--- src/rtl/fir_pkg.sv ---
// Shared types and helpers for the time-multiplexed FIR filter.
package fir_pkg;

   // Controller states; encoding is visible on the fsm_state debug output.
   typedef enum logic [1:0] {
      ST_IDLE = 2'd0,
      ST_MAC  = 2'd1,
      ST_HOLD = 2'd2
   } fir_state_e;

   // Width of the intermediate value handed to the saturation helper.
   localparam int SAT_W = 64;

   // Accumulator width that can hold the sum of NUM_TAPS full-precision products.
   function automatic int calc_acc_w(input int data_w, input int coeff_w, input int num_taps);
      return data_w + coeff_w + $clog2(num_taps);
   endfunction

   // Clamp a signed value into the range of a signed out_w-bit number.
   function automatic logic signed [SAT_W-1:0] saturate(input logic signed [SAT_W-1:0] val,
                                                        input int out_w);
      logic signed [SAT_W-1:0] hi;
      logic signed [SAT_W-1:0] lo;
      hi = (64'sd1 <<< (out_w - 1)) - 64'sd1;
      lo = -(64'sd1 <<< (out_w - 1));
      if (val > hi) begin
         return hi;
      end else if (val < lo) begin
         return lo;
      end else begin
         return val;
      end
   endfunction

endpackage

--- src/rtl/fir_coeff_bank.sv ---
// Coefficient register file: writable only while the controller is idle,
// read combinationally by the current tap index.
module fir_coeff_bank
   import fir_pkg::*;
#(
   parameter int NUM_TAPS = 4,
   parameter int COEFF_W  = 8,
   parameter int ADDR_W   = $clog2(NUM_TAPS)
) (
   input  logic                      clk,
   input  logic                      rst_n,
   input  fir_state_e                state,
   input  logic                      we,
   input  logic [ADDR_W-1:0]         wr_addr,
   input  logic signed [COEFF_W-1:0] wr_data,
   input  logic [ADDR_W-1:0]         rd_idx,
   output logic signed [COEFF_W-1:0] rd_data
);

   logic signed [COEFF_W-1:0] coeff [NUM_TAPS];
   logic                      wr_en;

   // Writes outside IDLE or beyond the last tap are dropped so a running
   // computation always sees a frozen coefficient set.
   assign wr_en = we && (state == ST_IDLE) &&
                  ({1'b0, wr_addr} < (ADDR_W + 1)'(NUM_TAPS));

   // Coefficient storage, cleared on reset.
   always_ff @(posedge clk or negedge rst_n) begin
      if (!rst_n) begin
         for (int k = 0; k < NUM_TAPS; k++) begin
            coeff[k] <= '0;
         end
      end else if (wr_en) begin
         coeff[wr_addr] <= wr_data;
      end
   end

   assign rd_data = coeff[rd_idx];

endmodule

--- src/rtl/fir_seq_mac.sv ---
// Time-multiplexed FIR filter: one shared multiply-accumulate walks the taps,
// then the scaled and saturated result is held until downstream takes it.
//
// Handshake: a transfer happens on a rising clk edge where valid and ready are
// both 1. in_ready is high only in IDLE without clear; out_valid, once high,
// keeps out_data stable until the edge where out_ready is seen high.
module fir_seq_mac
   import fir_pkg::*;
#(
   parameter int NUM_TAPS  = 4,
   parameter int DATA_W    = 8,
   parameter int COEFF_W   = 8,
   parameter int OUT_W     = 8,
   parameter int OUT_SHIFT = 0,
   parameter int ACC_W     = calc_acc_w(DATA_W, COEFF_W, NUM_TAPS)
) (
   input  logic                                clk,
   input  logic                                rst_n,
   input  logic signed [DATA_W-1:0]            in_data,
   input  logic                                in_valid,
   output logic                                in_ready,
   output logic signed [OUT_W-1:0]             out_data,
   output logic                                out_valid,
   input  logic                                out_ready,
   input  logic                                coeff_we,
   input  logic [$clog2(NUM_TAPS)-1:0]         coeff_addr,
   input  logic signed [COEFF_W-1:0]           coeff_data,
   input  logic                                clear,
   output logic                                busy,
   output logic [1:0]                          fsm_state
);

   localparam int ADDR_W = $clog2(NUM_TAPS);
   localparam int PROD_W = DATA_W + COEFF_W;
   localparam logic [ADDR_W-1:0] LAST_IDX = ADDR_W'(NUM_TAPS - 1);

   fir_state_e                state;
   logic [ADDR_W-1:0]         idx;
   logic signed [ACC_W-1:0]   acc;
   logic signed [DATA_W-1:0]  x [NUM_TAPS];

   logic signed [DATA_W-1:0]  x_sel;
   logic signed [COEFF_W-1:0] c_sel;
   logic signed [PROD_W-1:0]  prod;
   logic signed [ACC_W-1:0]   acc_sum;
   logic signed [ACC_W-1:0]   acc_shift;
   logic signed [SAT_W-1:0]   acc_wide;
   logic signed [SAT_W-1:0]   sat_val;

   logic                      accept;
   logic                      clear_idle;

   // clear wins over a sample in the same IDLE cycle, so it masks in_ready.
   assign in_ready   = (state == ST_IDLE) && !clear;
   assign accept     = in_valid && in_ready;
   assign clear_idle = (state == ST_IDLE) && clear;
   assign busy       = (state != ST_IDLE);
   assign fsm_state  = state;

   fir_coeff_bank #(
      .NUM_TAPS (NUM_TAPS),
      .COEFF_W  (COEFF_W),
      .ADDR_W   (ADDR_W)
   ) u_coeff_bank (
      .clk     (clk),
      .rst_n   (rst_n),
      .state   (state),
      .we      (coeff_we),
      .wr_addr (coeff_addr),
      .wr_data (coeff_data),
      .rd_idx  (idx),
      .rd_data (c_sel)
   );

   // Datapath: current tap product, running sum, and scaled/saturated result.
   always_comb begin
      x_sel     = x[idx];
      prod      = PROD_W'(x_sel) * PROD_W'(c_sel);
      acc_sum   = acc + ACC_W'(prod);
      acc_shift = acc_sum >>> OUT_SHIFT;
      acc_wide  = SAT_W'(acc_shift);
      sat_val   = saturate(acc_wide, OUT_W);
   end

   // Delay line: shifts in a new sample on accept, zeroed by clear in IDLE.
   always_ff @(posedge clk or negedge rst_n) begin
      if (!rst_n) begin
         for (int k = 0; k < NUM_TAPS; k++) begin
            x[k] <= '0;
         end
      end else if (clear_idle) begin
         for (int k = 0; k < NUM_TAPS; k++) begin
            x[k] <= '0;
         end
      end else if (accept) begin
         x[0] <= in_data;
         for (int k = 1; k < NUM_TAPS; k++) begin
            x[k] <= x[k-1];
         end
      end
   end

   // Controller: accept, one tap per cycle, then hold the result for downstream.
   always_ff @(posedge clk or negedge rst_n) begin
      if (!rst_n) begin
         state     <= ST_IDLE;
         idx       <= '0;
         acc       <= '0;
         out_data  <= '0;
         out_valid <= 1'b0;
      end else begin
         case (state)
            ST_IDLE: begin
               if (accept) begin
                  acc   <= '0;
                  idx   <= '0;
                  state <= ST_MAC;
               end
            end
            ST_MAC: begin
               acc <= acc_sum;
               if (idx == LAST_IDX) begin
                  out_data  <= OUT_W'(sat_val);
                  out_valid <= 1'b1;
                  idx       <= '0;
                  state     <= ST_HOLD;
               end else begin
                  idx <= idx + ADDR_W'(1);
               end
            end
            ST_HOLD: begin
               if (out_ready) begin
                  out_valid <= 1'b0;
                  state     <= ST_IDLE;
               end
            end
            default: begin
               state <= ST_IDLE;
            end
         endcase
      end
   end

endmodule
--- config.mk ---
export PLATFORM = sky130hd
export DESIGN_NAME = fir_seq_mac
export DESIGN_NICKNAME = d
export VERILOG_FILES = /design/src/rtl/fir_pkg.sv /design/src/rtl/fir_coeff_bank.sv /design/src/rtl/fir_seq_mac.sv
export SDC_FILE = /design/constraint.sdc
export NUM_CORES = 1
export LEC_CHECK = 0
export CAP_MARGIN = 5
export CORE_UTILIZATION = 42
export DETAILED_ROUTE_END_ITERATION = 7
export PLACE_DENSITY_LB_ADDON = 0.12
export SETUP_SLACK_MARGIN = 0.05
export SKIP_LAST_GASP = 1
export SLEW_MARGIN = 20
export SYNTH_ARGS = -nofsm -noshare
export SYNTH_HDL_FRONTEND = slang
export SYNTH_SLANG_ARGS = --single-unit
--- constraint.sdc ---
create_clock -name clk -period 18.3 [get_ports clk]
set_input_delay 1.83 -clock clk [delete_from_list [all_inputs] [get_ports clk]]
set_output_delay 1.83 -clock clk [all_outputs]
set_load 0.02 [all_outputs]
==> results of run 1 <==
kinds of logic (layout without fill, tap and decap cells):
family | count (synthesis) | count (layout) | share of synthesized area, %
xor gates and xnor gates | 16 | 16 | 1.902
DFF | 95 | 95 | 32.26
AOI/OAI and AO/OA | 109 | 109 | 11.36
muxes | 49 | 49 | 9.764
adders and majority gates | 123 | 123 | 29.04
and+or+nand+nor | 143 | 143 | 9.985
buffers and inverters | 109 | 147 | 5.689
cells in the mapped netlist (5+ instances only):
library cell	n	share of area, %
mux2_2	33	5.0
fa_1	80	22
inv_1	87	4.4
xnor2_1	14	1.7
nand3_1	15	1.0
dfrtp_1	95	32
and2_1	37	3.1
clkbuf_1	16	0.82
a21o_1	5	0.51
nand2_1	51	2.6
ha_1	43	7.3
o32ai_1	8	0.95
o31ai_1	7	0.71
nor2_1	22	1.1
o21ai_0	25	1.7
a21oi_1	11	0.75
a22o_1	33	3.9
mux4_2	15	4.6
layer usage:
| metal | vias up | wire length (µm) |
|---|---|---|
| li1 | 2264 | - |
| met1 | 2570 | 7844 |
| met2 | 81 | 7908 |
| met3 | 12 | 528 |
| met4 | 0 | 148 |
| met5 | - | 0 |
registers in the layout, summed over array words and instances (netlist names):
register	cells
u_coeff_bank.coeff	32
x	32
acc	18
out_data	8
fsm_state	2
idx	2
out_valid	1
worst max-delay path, stage by stage, from the launching register on:
cell and delay, ns:
dfrtp_1 0.46, buf_4 0.35, mux2_2 0.37, o21ai_1 0.53, or2_2 0.24, fa_1 0.42
fa_1 0.55, inv_1 0.06, fa_1 0.52, fa_1 0.58, fa_1 0.44, ha_1 0.39
nand3_1 0.12, o211ai_2 0.16, o311ai_0 0.80, nand4_1 0.27, nor4_4 0.41, o32ai_1 0.17
per-stage QoR:
step / setup WS, ns / instance area [µm²]
after detailed placement: 11.36 / 7979
after CTS: 11.35 / 8270
after global routing: 10.99 / 8270
after global placement: 11.53 / 7979
final: 11.32 / 8270
after floorplan: 11.89 / 7368
path summary, 6_finish.rpt:
kind	cells past startpoint	slack, ns	start	endpoint
worst max-delay path	17	11.32	idx[0]	out_data[1]
worst min-delay path	1	0.48	out_data[7]	out_data[7]
worst max register to register	17	11.32	idx[0]	out_data[1]
worst min register to register	1	0.48	out_data[7]	out_data[7]
max in group asynchronous	2	15.74	rst_n	out_data[1]
min in group asynchronous	1	1.45	rst_n	u_coeff_bank.coeff[18]
layout make-up:
| cell class | instances | area [µm²] | share of cell area, % |
|---|---|---|---|
| Tap cell | 225 | 281.5 | 3.404 |
| Clock buffer | 9 | 225.2 | 2.723 |
| Sequential cell | 95 | 2377 | 28.74 |
| Clock inverter | 7 | 66.31 | 0.8018 |
| Inverter | 87 | 326.6 | 3.949 |
| Timing Repair Buffer | 44 | 417.9 | 5.053 |
| Multi-Input combinational cell | 440 | 4576 | 55.33 |
==> results.yml, run 1 <==
status:
  status: "finished clean"
route:
  dr.pass1.iters: 4
  wirelength_um: 16430
  dr.first_iter.drc_count: 190
  routed_via_density: 5.432
  avgRoutedWirePerCell_um: 18.11
  drc: 0
  via_count: 4927
  ant_nets: 0
critical_path:
  arrival_ns: 7.19
  critPathMaxFanout: 15
  crit_type: "reg2reg"
  end_kind: "flop"
  cp.required_ns: 18.50
  startpoint_type: "flop"
grt:
  overflow: 0
  grt_pass1_wl_um: 28040
  grt_max_degree: 53
  grt-busiest-layer: "met2"
  antenna_found_initial: 0
  grtUsageMet3_pct: 3.191
  grt_use_met2_pct: 32.12
  grt_pass1_vias: 5304
  track_usage_pct: 20.10
  met1_usage_pct: 28.95
sta:
  setup_viol: 0
  timing.hold.ws_ns: 0.4812
  clock.fmax_ghz: 0.1432
  maxSlewViolCount: 0
  setup_tns_ns: 0
  finalCriticalPeriod_ns: 6.983
  clock_skew_ns: 0.01014
  relSlewSlack_pct: 38.54
  period_share_pct: 38.16
  hold_viol: 0
  worst_slew_pin_slew_ns: 0.9104
  rsz0062_at_grt: "no"
cts:
  path_clk_slew_ns: 0.07
  ctsHoldBuffers: 0
  cts_setup_buffers: 0
  cts_tree: "yes"
  clock_sinks: 95
  cts_buffer_depth: 2
  cts_buffers: 9
  cts-root-buf: "clkbuf_16"
  ctsResizeCount: 0
  worstSkewPairLatency_ns: 0.35
  htreeDepth: 3
cells_and_area:
  drive_above_1_share_pct: 12.61
  antennaDiodeCount: 0
  area_growth_pct: 12.24
  final_cell_mix: "dfrtp_1, inv_1, fa_1"
  fin_nets: 824
  utilization_pct: 47.98
  fillers: 1520
  layout_commonest_cell: "dfrtp_1"
  final_cells: 907
synthesis:
  synth_cell_type_count: 53
  synth_ff_type: "dfrtp_1"
  syn_nets: 791
  synth.yosys.warnings: 0
  syn_area_per_cell_um2: 11.44
  syn-cell-area_um2: 7368
  synth_edf_count: 0
  async_flop_share_pct: 100.0
  synth-seq-cells: 95
  yosysSeqAreaShare_pct: 32.26
  syn_inst: 644
floorplanning:
  die_h_um: 134.5
  start_util_pct: 42.75
  rows: 48
  dieWidth_um: 134.5
  core_um2: 17240
  die_area_um2: 18080
  ios: 37
hold_path:
  worstHoldPathType: "reg2reg"
placement:
  dp.cells: 891
  dp_hpwl_um: 12790
  gp_congestion: 0.8011
  io_buffers: 36
job:
  drv_cap: 0
Power of run 1 is left out: the tool's default activity adds up to more than one toggle a clock period on the data nets, which glitch-free logic cannot reach.
==> inputs of run 2 (changes only) <==
==> constraint.sdc (replaced) <==
create_clock -name clk -period 7.3 [get_ports clk]
set_input_delay 0.73 -clock clk [delete_from_list [all_inputs] [get_ports clk]]
set_output_delay 0.73 -clock clk [all_outputs]
set_load 0.02 [all_outputs]
==> results.yml, run 2 (synthesis gave the netlist of run 1 again) <==
cts:
  htreeDepth: 3
  cts_buffer_depth: 2
  ctsHoldBuffers: 0
  clock_sinks: 95
  cts-root-buf: "clkbuf_16"
  cts_buffers: 9
  cts_tree: "yes"
  worstSkewPairLatency_ns: 0.37
  ctsResizeCount: 0
  path_clk_slew_ns: 0.07
  cts_setup_buffers: 0
grt:
  grt_pass1_vias: 5105
  antenna_found_initial: 0
  overflow: 0
  track_usage_pct: 20.65
  grt_max_degree: 66
  grt_pass1_wl_um: 27990
cells_and_area:
  reg.largest.list: "u_coeff_bank.coeff (32), x (32), acc (18)"
  drive_above_1_share_pct: 13.27
  antennaDiodeCount: 0
  layout_commonest_cell: "dfrtp_1"
  fillers: 1557
  regArea_um2: 2379
  multi_input_area_um2: 4576
  utilization_pct: 48.31
  fin_nets: 828
  final_cell_mix: "dfrtp_1, inv_1, fa_1"
  area_growth_pct: 13.01
sta:
  clock_skew_ns: 0.01755
  maxSlewViolCount: 0
  worst_slew_pin_slew_ns: 0.9267
  finalWorstSetupSlack_ns: 0.5547
  setup_tns_ns: 0
  rsz0062_at_grt: "no"
  hold_viol: 0
  relSlewSlack_pct: 38.07
  setup_viol: 0
  clock.fmax_ghz: 0.1483
  period_share_pct: 92.40
  finalCriticalPeriod_ns: 6.745
critical_path:
  critical_path_buf_inv_count: 3
  critPathSlowestCell: "mux4_2"
  cp.required_ns: 7.52
  crit_family: "adder cells"
  path_cells: "buf_4 -> mux4_2 -> and2_1 -> fa_1 -> fa_1 -> inv_1 -> fa_1 -> inv_1 -> fa_1 -> fa_1 -> ha_1 -> nand3_1 -> o211ai_2 -> a211oi_2 -> o21ai_0 -> nand2_1 -> nor4_4 -> o32ai_1"
  arrival_ns: 6.96
  cp_slowest_stage_delay_ns: 0.64
  startpoint_type: "flop"
  crit_type: "reg2reg"
  end_kind: "flop"
  crit_top_cell: "fa_1"
  critPathMaxFanout: 11
route:
  dr.first_iter.drc_count: 223
  ant_nets: 0
  via_count: 4919
  dr.pass1.iters: 4
  avgRoutedWirePerCell_um: 18.63
  drc: 0
  wirelength_um: 16970
  routed_via_density: 5.400
floorplanning:
  rows: 48
  dieWidth_um: 134.5
  die_area_um2: 18080
  die_h_um: 134.5
  start_util_pct: 42.75
  core_um2: 17240
  ios: 37
job:
  drv_cap: 0
placement:
  io_buffers: 36
  dp_hpwl_um: 13000
  place_ws_ns: 0.2785
  gp_congestion: 0.8100
hold_path:
  worstHoldPathType: "in2async"
status:
  status: "finished clean"
[run 2: cell types whose count changed in the layout (fill, tap and decap cells not counted), sizes merged]
cell,delta
buf,+4
bufinv,+1
clkinv,-1
[run 2: path summary, 6_finish.rpt]
check	start	endpoint	slack (ns)	depth (start not counted)
worst max register to register	idx[0]	out_data[0]	0.55	18
worst min register to register	out_data[7]	out_data[7]	0.50	1
worst min-delay path	rst_n	u_coeff_bank.coeff[8]	0.29	1
min in group clk	out_data[7]	out_data[7]	0.50	1
max in group asynchronous	rst_n	idx[0]	5.80	2
worst max-delay path	idx[0]	out_data[0]	0.55	18
[run 2: stage by stage]
stage	instance area [µm²]	cells	hold WS (ns)
floorplan	7368	644	0.4344
global placement	8009	895	0.4833
detailed placement	8009	895	0.4723
CTS	8325	911	0.2934
global route	8327	911	0.3094
finish	8327	911	0.2887
[run 2: final cells by class]
type	count	share of cell area, %
Tap cell	225	3.381
Sequential cell	95	28.56
Clock buffer	9	2.705
Clock inverter	7	1.097
Multi-Input combinational cell	440	54.95
Inverter	87	3.922
Timing Repair Buffer	48	5.379
[run 2: layer usage]
layer	up-vias	part of all wire, %	GRT usage (%)
met4	0	1.9	6.492
li1	2275	-	-
met3	22	2.6	3.003
met5	-	0	0
met1	2549	49	29.80
met2	73	47	32.21
Power of run 2 is left out for the same reason.
